==> config.mk <==
export PLATFORM = sky130hd
export DESIGN_NAME = sipo_deserializer_flat
export DESIGN_NICKNAME = d
export VERILOG_FILES = /design/src/rtl/sipo_deserializer_if.sv /design/src/rtl/sipo_deserializer.sv /design/src/flat_wrapper.sv
export SDC_FILE = /design/constraint.sdc
export NUM_CORES = 1
export LEC_CHECK = 0
export CORE_AREA = 2 2 39 41
export CTS_BUF_LIST = sky130_fd_sc_hd__clkbuf_16
export DETAILED_ROUTE_END_ITERATION = 12
export DIE_AREA = 0 0 41 43
export PLACE_DENSITY = 0.73
export SLEW_MARGIN = 5
export SYNTH_ARGS = -nofsm -noshare
export SYNTH_HDL_FRONTEND = slang
export SYNTH_SLANG_ARGS = --single-unit
==> constraint.sdc <==
create_clock -name clk -period 1.4 [get_ports clk]
set_input_delay 0.28 -clock clk [delete_from_list [all_inputs] [get_ports clk]]
set_output_delay 0.28 -clock clk [all_outputs]
set_load 0.1 [all_outputs]
==> src/rtl/sipo_deserializer_if.sv <==
// Serial-in and word-out signal bundle for sipo_deserializer.
// master = deserializer side, slave = serial source / word consumer side.
interface sipo_deserializer_if #(
  parameter int DATA_WIDTH = 4
);
  logic                  serial_in;
  logic                  bit_valid_in;
  logic                  start_in;
  logic [DATA_WIDTH-1:0] m_data;
  logic                  m_valid;
  logic                  m_ready;
  logic                  busy_out;
  logic                  overrun_out;
  logic                  parity_err_out;
  logic                  clr_flags_in;

  modport master (
    input  serial_in, bit_valid_in, start_in, m_ready, clr_flags_in,
    output m_data, m_valid, busy_out, overrun_out, parity_err_out
  );

  modport slave (
    output serial_in, bit_valid_in, start_in, m_ready, clr_flags_in,
    input  m_data, m_valid, busy_out, overrun_out, parity_err_out
  );
endinterface

==> src/rtl/sipo_deserializer.sv <==
// Assembles strobed serial bits into DATA_WIDTH-bit words; optional even-parity bit via SIPO_PARITY_EN.
// Latency: m_valid rises on the edge sampling the last frame bit; back-to-back frames need no dead cycle.
// Backpressure: one-word output register; a word completing while it is full and unread is dropped (overrun).
module sipo_deserializer #(
  parameter int DATA_WIDTH = 4,
  parameter int MSB_FIRST  = 1
) (
  input  logic                 clk,
  input  logic                 rst,
  sipo_deserializer_if.master  bus
);

`ifdef SIPO_PARITY_EN
  localparam int FRAME_LEN = DATA_WIDTH + 1;
`else
  localparam int FRAME_LEN = DATA_WIDTH;
`endif
  localparam int CNT_W = $clog2(FRAME_LEN + 1);

  typedef enum logic {IDLE, SHIFT} state_t;

  state_t                state, nxt_state;
  logic [CNT_W-1:0]      cnt, nxt_cnt;
  logic [DATA_WIDTH-1:0] shreg, nxt_shreg;
  logic [DATA_WIDTH-1:0] word;
  logic                  word_done;
  logic                  parity_ok;
  logic                  good_word;
  logic                  deliver;
  logic                  drop;

  logic [DATA_WIDTH-1:0] m_data_q;
  logic                  m_valid_q;
  logic                  busy_q;
  logic                  overrun_q;

  function automatic logic [DATA_WIDTH-1:0] shift_in(input logic [DATA_WIDTH-1:0] base,
                                                     input logic b);
    if (MSB_FIRST != 0) return {base[DATA_WIDTH-2:0], b};
    else                return {b, base[DATA_WIDTH-1:1]};
  endfunction

  always_ff @(posedge clk) begin
    if (rst) begin
      state <= IDLE;
      cnt   <= '0;
      shreg <= '0;
    end else begin
      state <= nxt_state;
      cnt   <= nxt_cnt;
      shreg <= nxt_shreg;
    end
  end

  // A start strobe always opens a fresh frame, even mid-frame.
  always_comb begin
    nxt_state = state;
    nxt_cnt   = cnt;
    nxt_shreg = shreg;
    word_done = 1'b0;
    word      = shreg;
    parity_ok = 1'b1;
    if (bus.bit_valid_in) begin
      if (bus.start_in) begin
        nxt_state = SHIFT;
        nxt_cnt   = CNT_W'(1);
        nxt_shreg = shift_in('0, bus.serial_in);
      end else if (state == SHIFT) begin
        if (cnt == CNT_W'(FRAME_LEN - 1)) begin
          nxt_state = IDLE;
          nxt_cnt   = '0;
          nxt_shreg = '0;
          word_done = 1'b1;
`ifdef SIPO_PARITY_EN
          word      = shreg;
          parity_ok = ((^shreg) == bus.serial_in);
`else
          word      = shift_in(shreg, bus.serial_in);
`endif
        end else begin
          nxt_cnt   = cnt + CNT_W'(1);
          nxt_shreg = shift_in(shreg, bus.serial_in);
        end
      end
    end
  end

  assign good_word = word_done && parity_ok;
  assign deliver   = good_word && (!m_valid_q || bus.m_ready);
  assign drop      = good_word && m_valid_q && !bus.m_ready;

  always_ff @(posedge clk) begin
    if (rst) begin
      m_data_q  <= '0;
      m_valid_q <= 1'b0;
      busy_q    <= 1'b0;
      overrun_q <= 1'b0;
    end else begin
      if (deliver) begin
        m_data_q  <= word;
        m_valid_q <= 1'b1;
      end else if (m_valid_q && bus.m_ready) begin
        m_valid_q <= 1'b0;
      end
      busy_q    <= (nxt_state == SHIFT);
      overrun_q <= drop || (overrun_q && !bus.clr_flags_in);
    end
  end

`ifdef SIPO_PARITY_EN
  logic parity_err_q;
  always_ff @(posedge clk) begin
    if (rst) parity_err_q <= 1'b0;
    else     parity_err_q <= (word_done && !parity_ok) || (parity_err_q && !bus.clr_flags_in);
  end
  assign bus.parity_err_out = parity_err_q;
`else
  assign bus.parity_err_out = 1'b0;
`endif

  assign bus.m_data      = m_data_q;
  assign bus.m_valid     = m_valid_q;
  assign bus.busy_out    = busy_q;
  assign bus.overrun_out = overrun_q;

endmodule

==> src/flat_wrapper.sv <==
// flat-port wrapper written by rule: the top's interface ports become plain ports
module sipo_deserializer_flat 
#(
  parameter int DATA_WIDTH = 4,
  parameter int MSB_FIRST  = 1
)
  (clk, rst, bus_serial_in, bus_bit_valid_in, bus_start_in, bus_m_ready, bus_clr_flags_in, bus_m_data, bus_m_valid, bus_busy_out, bus_overrun_out, bus_parity_err_out);
  sipo_deserializer_if #(.DATA_WIDTH(DATA_WIDTH)) bus_i ();
  input  logic clk;
  input  logic rst;
  input wire logic [$bits(bus_i.serial_in)-1:0] bus_serial_in;
  input wire logic [$bits(bus_i.bit_valid_in)-1:0] bus_bit_valid_in;
  input wire logic [$bits(bus_i.start_in)-1:0] bus_start_in;
  input wire logic [$bits(bus_i.m_ready)-1:0] bus_m_ready;
  input wire logic [$bits(bus_i.clr_flags_in)-1:0] bus_clr_flags_in;
  output wire logic [$bits(bus_i.m_data)-1:0] bus_m_data;
  output wire logic [$bits(bus_i.m_valid)-1:0] bus_m_valid;
  output wire logic [$bits(bus_i.busy_out)-1:0] bus_busy_out;
  output wire logic [$bits(bus_i.overrun_out)-1:0] bus_overrun_out;
  output wire logic [$bits(bus_i.parity_err_out)-1:0] bus_parity_err_out;
  assign bus_i.serial_in = bus_serial_in;
  assign bus_i.bit_valid_in = bus_bit_valid_in;
  assign bus_i.start_in = bus_start_in;
  assign bus_i.m_ready = bus_m_ready;
  assign bus_i.clr_flags_in = bus_clr_flags_in;
  assign bus_m_data = bus_i.m_data;
  assign bus_m_valid = bus_i.m_valid;
  assign bus_busy_out = bus_i.busy_out;
  assign bus_overrun_out = bus_i.overrun_out;
  assign bus_parity_err_out = bus_i.parity_err_out;
  sipo_deserializer #(.DATA_WIDTH(DATA_WIDTH), .MSB_FIRST(MSB_FIRST)) u_core (.clk(clk), .rst(rst), .bus(bus_i));
endmodule
==> results of run 1 <==
-- how the worst max path moves through the flow --
stage                                    startpoint                           endpoint  slack, ns  cells past startpoint
floorplan           u_core.bus.m_valid$_SDFFE_PP0P_  u_core.bus.m_data[0]$_SDFFE_PP0P_       0.06                      3
global placement                       bus_start_in       u_core.shreg[1]$_SDFFE_PP0P_      -0.13                      5
detailed placement                 bus_bit_valid_in  u_core.bus.m_data[1]$_SDFFE_PP0P_      -0.15                      5
CTS                                bus_bit_valid_in  u_core.bus.m_data[2]$_SDFFE_PP0P_       0.08                      5
global route             u_core.cnt[0]$_SDFFE_PP0P_       u_core.shreg[0]$_SDFFE_PP0P_       0.03                      5
finish                             bus_bit_valid_in  u_core.bus.m_data[2]$_SDFFE_PP0P_       0.08                      5
-- metrics by stage --
stage,power [mW],std cells
2_1_floorplan,0.4508,65
3_3_place_gp,0.4988,101
6_report,1.023,105
3_5_place_dp,0.4998,101
5_1_grt,1.060,105
4_1_cts,1.030,105
-- cell usage after synthesis --
cell        n  area share
dfxtp_1    13        0.45
nand2_1    11       0.071
a21oi_1     6       0.052
mux2i_1     4       0.069
inv_1       3       0.019
o21ai_0     3       0.026
buf_2       2       0.017
nand2b_1    2       0.022
nand3_1     2       0.017
nand4b_1    2       0.030
nor2_1      2       0.013
nor2b_1     2       0.022
a22oi_1     1       0.013
a31oi_1     1       0.011
and3b_2     1       0.017
buf_4       1       0.013
clkbuf_1    1      0.0065
conb_1      1      0.0065
ha_1        1       0.022
nand2_2     1       0.011
nor4_4      1       0.037
o2111ai_1   1       0.015
o211a_1     1       0.017
o21a_1      1       0.013
o31ai_1     1       0.013
-- state kept, by name, indices dropped and copies added, names as in the netlist --
| register | count |
|---|---|
| u_core.bus.m_valid | 1 |
| u_core.cnt | 3 |
| u_core.bus.busy_out | 1 |
| u_core.bus.m_data | 4 |
| u_core.shreg | 3 |
| u_core.bus.overrun_out | 1 |
-- power by group through the flow --
| stage | logic (mW) | registers, mW | clock network (mW) |
|---|---|---|---|
| floorplan | 0.0460 | 0.405 | 0 |
| finish | 0.109 | 0.387 | 0.527 |
| detailed placement | 0.106 | 0.393 | 0 |
| global placement | 0.106 | 0.393 | 0 |
| global route | 0.117 | 0.388 | 0.555 |
| CTS | 0.109 | 0.387 | 0.534 |
-- layout make-up --
type	instances	area (µm²)
fillers	118	437.9
multi-input cells	45	287.8
clock buffers	3	75.07
repair buffers	24	282.8
clock inverters	1	3.754
well taps	16	20.02
inverters	3	11.26
flip-flops and latches	13	265.3
-- cell families (layout without fill, tap and decap cells) --
group | after synthesis | after routing | synth area share
compound gates | 15 | 15 | 0.1595
fa+ha+maj | 1 | 1 | 0.02155
flops | 13 | 13 | 0.4483
buf+inv | 7 | 31 | 0.05603
simple gates | 24 | 24 | 0.2392
other cells | 1 | 1 | 0.006459
mux | 4 | 4 | 0.06897
-- worst max-delay path: stages --
cell and delay [ns]:
clkdlybuf4s50_1 0.50, nand2_2 0.09, nor4_4 0.24, buf_4 0.18
mux2i_1 0.19
-- layer usage --
metal,GRT usage,vias to the layer above,part of all wire
met5,0,-,0
met4,0.1200,0,0.025
met1,0.2288,250,0.42
met2,0.3094,13,0.49
li1,-,273,-
met3,0.06283,4,0.069
==> metrics, run 1 <==
CTS Buffer Depth=2; initial drt markers=4; CTS tree=yes; minimum hold slack=0.4516 ns; Antenna Nets Post-Route=0; Slew Limit Fails=0; DRC Markers=0; core area=1384 µm²; CTS-repair resized insts=0; Clk Latency, worst-skew pair=0.24 ns; vias in the first global route=544; GRT Total Usage=0.2008; worst r2r src=u_core.cnt[0]$_SDFFE_PP0P_; R2R cell count=5; Setup crit end kind=register; Layout Nets=98; CP Max Fanout=4; synthesized instance count=65; Seq cells post-synth=13; overall die width=41 µm; largest net degree at the start of global routing=9; startpoint class of the critical path=input port; clk root buf=clkbuf_16; pwr dens=1082 nW/µm²; Clock Power Share=0.515; Syn Area/Cell=8.932 µm²; Syn Std Cell Area=580.6 µm²; Net Sw Frac=0.2154; IO Count=15; Pint=802.7 µW; Final Core Density=0.6835; CTS Sinks=13; setup tns final=0 ns; CTS Buf Count=3; starting density of the core=0.4195; maxcap violations=0; global-route wire length before repair=2318 µm; part of the power in registers=0.379; n_diodes=0; fin crit share=0.9407; via count=540; first-pass iteration count of the detailed router=4; Worst-path clk slew=0.04 ns; Worst EP required=1.57 ns; hold path depth=2; Final WS setup=0.08306 ns; Synth cell types=25; Layout Skew=0.0004254 ns; layout cells sized above 1=0.2921; initial antenna violation count=0; DP HPWL=1005 µm; Crit Path Class=input port to register; Seq/Total Area, Yosys=0.4483; hold_buf cts=0; Avg WL per Cell=13.02 µm; H-Tree Depth=1; placement row count=14; gr ovfl total=0; min cycle time layout=1.317 ns; synth warn=0; RSZ-0062 raised after global routing=no; Final Setup Violations=0; Vias/cell=5.143; IO buf count=13; commonest non-fill, non-tap cells in the layout=nand2_1 (11), buf_4 (11), dfxtp_1 (11); critical register-to-register path endpoint=u_core.bus.m_data[2]$_SDFFE_PP0P_; FMAX=0.7593 GHz; Die Y=43 µm; HP Class=register to register; Placer Congestion=0.7351; Logic pwr share=0.106; status=complete, no violations; Fin. Hold Viols=0; leakage power=0.3802 nW; hold path start=u_core.shreg[2]$_SDFFE_PP0P_; Worst R2R Setup Slack=0.13 ns; die area=1763 µm²; post-CTS setup buffer count=0; Placed Area=867.1 µm²; Post-Syn Nets=73; data arrival time of the critical path=1.48 ns; Max VDD drop=0.0006503 V; cell area after layout=945.9 µm²; Hold EP=u_core.shreg[2]$_SDFFE_PP0P_; Routed Wire Length=1367 µm; worst slack at placement=-0.1519 ns; sw power=220.4 µW; Layout area overhead=62.93%
Power figures use the tool's default switching activity.
==> run 2: changes to the inputs <==
- SLEW_MARGIN: 5 -> 10
==> results of run 2 <==
Same layout as run 1: the final DEF is identical, and so are final timing and power.
==> variant 1, RTL diff (config.mk and constraints of run 2) <==
`MSB_FIRST` is set to 1 in 2 places; all go to 0.
--- a/src/rtl/sipo_deserializer.sv
+++ b/src/rtl/sipo_deserializer.sv
@@ -4,5 +4,5 @@
 module sipo_deserializer #(
   parameter int DATA_WIDTH = 4,
-  parameter int MSB_FIRST  = 1
+  parameter int MSB_FIRST  = 0
 ) (
   input  logic                 clk,
--- a/src/flat_wrapper.sv
+++ b/src/flat_wrapper.sv
@@ -3,5 +3,5 @@
 #(
   parameter int DATA_WIDTH = 4,
-  parameter int MSB_FIRST  = 1
+  parameter int MSB_FIRST  = 0
 )
   (clk, rst, bus_serial_in, bus_bit_valid_in, bus_start_in, bus_m_ready, bus_clr_flags_in, bus_m_data, bus_m_valid, bus_busy_out, bus_overrun_out, bus_parity_err_out);
Function: changed (Yosys sat finds a counterexample within 10 cycles, from zero or initial values and one cycle with rst high).
==> variant 1 against run 2 <==
  * Synthesized area fell by 0.22%
  * Power fell by 1.6%
  * Sequential cell count did not move
  * Design area fell by 3.4%
  * Worst hold slack improved by 2.3 ps
  * Wire length fell by 5.6%
  * Non-clock buffer count fell by 5
  * Worst setup slack got worse by 3.3 ps
  * Sequential share of layout area rose by 1.0 points
  * Global-route usage fell by 2.0 points
  * Critical path type unchanged
  * Largest cell class unchanged
==> variant 1: results (changes against run 2) <==
WHS 453.8 ps (+2.253 ps); Avg WL per Cell 12.90 µm (-0.91%); number of global-route vias before repair 498 (-8.5%); final net count 93 (-5.1%); first-pass GRT wire length 2056 µm (-11%); Global Route Usage Sum 0.1808 (-0.02000); FF-to-FF Start u_core.cnt[0]; Area after DPL 829.5 µm² (-4.3%); Post-synth top cells dfxtp_1, nand2_1, a21oi_1; top cells by area, synth dfxtp_1, nand2_1, mux2i_1, a21oi_1, nand4b_1; Worst R2R Setup Slack 100 ps (-30 ps); maximum number of pins on one net before global-route repair 10 (+1); Reg-to-Reg End u_core.bus.m_data[1]; Setup Skew 1.557 ps (+1.131 ps); Placed Instances 96 (-5.0%); initial DRC count 9 (+5); syn nets 72 (-1.4%); share of cells above drive strength 1 0.2619 (-0.03023); peak supply drop 0.6931 mV (+6.6%); sequential area share after synthesis 0.4492 (+0.0009682); DP HPWL 953.8 µm (-5.1%); hold wc startpoint u_core.shreg[1]; vias 518 (-4.1%); syn_area_per_cell 9.052 µm² (+1.3%); CTS max path bufs 2 (unchanged); Worst Hold Endpoint u_core.shreg[1]; CP max FO 4 (unchanged); synth unique cells 24 (-4.0%); status finished, final reports clean; Routability Congestion 0.7793 (+6.0%); leak pwr 0.3689 nW (-3.0%)
[variant 1: changes by cell type in the layout (fill, tap and decap cells not counted), moves of 2 or more]
cell,delta
nand2b_1,-2
nand2_1,+2
buf_4,-5
nand3_1,-2
o21ai_0,-2
[variant 1: how the worst max path moves through the flow]
stage,from,to,depth (start not counted),slack (ps)
after floorplan,u_core.bus.m_valid,u_core.bus.m_data[0],3,60
after global placement,bus_start_in,u_core.bus.m_data[3],4,-140
after detailed placement,bus_start_in,u_core.bus.m_data[1],4,-210
after CTS,u_core.cnt[0],u_core.bus.m_data[1],5,30
after global routing,u_core.cnt[0],u_core.bus.m_data[1],5,20
final,bus_bit_valid_in,u_core.bus.m_data[1],5,80
[variant 1: per-layer routing]
layer / vias up / part of all wire / GRT usage
met2: 13 / 0.51 / 0.2750
li1: 260 / - / -
met3: 2 / 0.050 / 0.05236
met1: 243 / 0.42 / 0.2066
met4: 0 / 0.013 / 0.1200
met5: - / 0 / 0
[variant 1: logic make-up after synthesis]
| group | Yosys count | share of synthesized area |
|---|---|---|
| DFF | 13 | 0.4492 |
| adders and majority gates | 1 | 0.02159 |
| and+or+nand+nor | 25 | 0.2462 |
| AOI/OAI and AO/OA | 14 | 0.1534 |
| buffers and inverters | 6 | 0.05398 |
| muxes | 4 | 0.06912 |
| other | 1 | 0.006473 |
[variant 1: layout make-up]
type / instances / area [µm²] / share of cell area
clock inverters: 1 / 3.754 / 0.004110
flip-flops and latches: 13 / 265.3 / 0.2904
inverters: 3 / 11.26 / 0.01233
clock buffers: 3 / 75.07 / 0.08219
well taps: 16 / 20.02 / 0.02192
repair buffers: 19 / 247.7 / 0.2712
multi-input cells: 45 / 290.3 / 0.3178
[variant 1: power breakdown]
| group | switching (mW) | internal [mW] | leakage [nW] | total [mW] |
|---|---|---|---|---|
| sequential | 0.00912 | 0.378 | 0.106 | 0.387 |
| clock | 0.144 | 0.375 | 0.0423 | 0.520 |
| combinational | 0.0582 | 0.0421 | 0.220 | 0.100 |
[variant 1: timing repair]
action,4_1_cts,5_1_grt
endpoints found under the setup margin,0,6
endpoints found under the hold margin,0,0
gates resized for setup,0,3
[variant 1: metrics by stage]
step | util | setup WS (ps) | total power [mW]
after floorplan | - | 63.05 | 0.4517
after global routing | 0.6600 | 17.24 | 1.052
final | 0.6600 | 79.73 | 1.007
after global placement | 0.5995 | -136.3 | 0.4920
after CTS | 0.6564 | 32.39 | 1.021
after detailed placement | 0.5995 | -214.4 | 0.4931
[variant 1: critical path, delay by kind of cell]
family / cells / cell delay [ps]
simple gates: 2 / 330
mux: 1 / 200
buf+inv: 2 / 670
==> variant 2, RTL diff (settings of run 2) <==
Without the edit above. Take the reset off `shreg` and load it in a clocked block of its own.
--- a/src/rtl/sipo_deserializer.sv
+++ b/src/rtl/sipo_deserializer.sv
@@ -45,10 +45,12 @@
       state <= IDLE;
       cnt   <= '0;
-      shreg <= '0;
     end else begin
       state <= nxt_state;
       cnt   <= nxt_cnt;
-      shreg <= nxt_shreg;
     end
+  end
+
+  always_ff @(posedge clk) begin
+    shreg <= nxt_shreg;
   end
 
Formal check against the unedited RTL: no difference found for any inputs over 10 cycles, from zero or initial values and one cycle with rst high; that may be too few to reach the edited logic, so the function may still have changed.
==> variant 2 against run 2 <==
  * Sequential cell count did not move
  * Power rose by 1.8%
  * Clock power rose by 1%
  * Worst setup slack improved by 34 ps
  * Design area rose by 1.1%
  * Wire length fell by 6.5%
  * Sequential power rose by 5.2%
  * Count of clock-buffer cells in the layout did not move
  * Synthesized area rose by 3.0%
==> variant 2: results (changes against run 2) <==
top cells by area, synth dfxtp_1, edfxtp_1, nand2b_1, mux2i_1, nor4_4; Setup Skew 2.828 ps (+2.403 ps); delay-heaviest family, CP flip-flops; Critical Path Max Stage Delay 360 ps (-140 ps); maximum number of pins on one net before global-route repair 15 (+6); class of the tightest hold or removal check input pin to flip-flop; WL met1 534 µm (-6.2%); P_sw 225.3 µW (+2.2%); number of global-route vias before repair 464 (-15%); syn nets 67 (-8.2%); synth unique cells 26 (+4.0%); Routability Congestion 0.7310 (-0.56%); Global Route Usage Sum 0.1775 (-0.02332); dpl ws -171.5 ps (-19.56 ps); share of cells above drive strength 1 0.3000 (+0.007865); Post-synth top cells dfxtp_1, nand2b_1, a21oi_1, mux2i_1, nor2_1; routed wl met2 653 µm (-2.2%); peak supply drop 0.9626 mV (+48%); sequential area share after synthesis 0.4854 (+0.03708); final cell count without fillers 96 (-8.6%); vias 481 (-11%); fillers 106 (-10%); initial DRC count 5 (+1); first-pass GRT wire length 1994 µm (-14%); Critical Path Start u_core.cnt[0]; WP data arrival 1450 ps (-30 ps); status finished, final reports clean; Slowest cell on crit path dfxtp_2; Post-synth EDFFs 3 (+3); final net count 89 (-9.2%); hold wc startpoint bus_bit_valid_in; leak pwr 0.3818 nW (+0.43%)
variant 2: changes by cell type after synthesis, moves of 2 or more:
cell / run 2 / this run
nand2b_1: 2 / 9
nor2_1: 2 / 4
nand2_1: 11 / 1
dfxtp_1: 13 / 10
a21oi_1: 6 / 4
and2_1: 0 / 2
nand4b_1: 2 / 0
buf_2: 2 / 0
edfxtp_1: 0 / 3
variant 2: cells by family after synthesis:
family	synth area share
other	0.006270
AO/OA/AOI/OAI	0.09835
adder cells (fa/ha/maj)	0.02092
AND/OR/NAND/NOR	0.2845
buffers and inverters	0.03765
multiplexers	0.06695
flip-flops	0.4854
variant 2: path summary, 6_finish.rpt:
path              slack (ps)  cells past startpoint                   end
setup / recovery         120                      5  u_core.bus.m_data[0]
hold / removal           420                      3         u_core.cnt[0]
setup reg to reg         120                      5  u_core.bus.m_data[0]
hold reg to reg          500                      1         u_core.cnt[2]
variant 2: layout make-up:
type	instances	area, µm²	area share
Clock buffer	3	75.07	0.07853
Tap cell	16	20.02	0.02094
Clock inverter	1	3.754	0.003927
Sequential cell	13	297.8	0.3115
Multi-Input combinational cell	41	297.8	0.3115
Timing Repair Buffer	19	250.2	0.2618
Inverter	3	11.26	0.01178
variant 2: layer usage:
metal / vias to the layer above / GRT usage
li1: 240 / -
met1: 225 / 0.2259
met2: 12 / 0.2375
met3: 4 / 0.06806
met4: 0 / 0.1200
met5: - / 0
variant 2: power groups by stage:
stage / registers (mW) / clock network, mW / logic, mW
global route: 0.408 / 0.562 / 0.108
CTS: 0.404 / 0.546 / 0.0998
floorplan: 0.422 / 0 / 0.0438
detailed placement: 0.411 / 0 / 0.0993
global placement: 0.411 / 0 / 0.0965
finish: 0.407 / 0.534 / 0.100
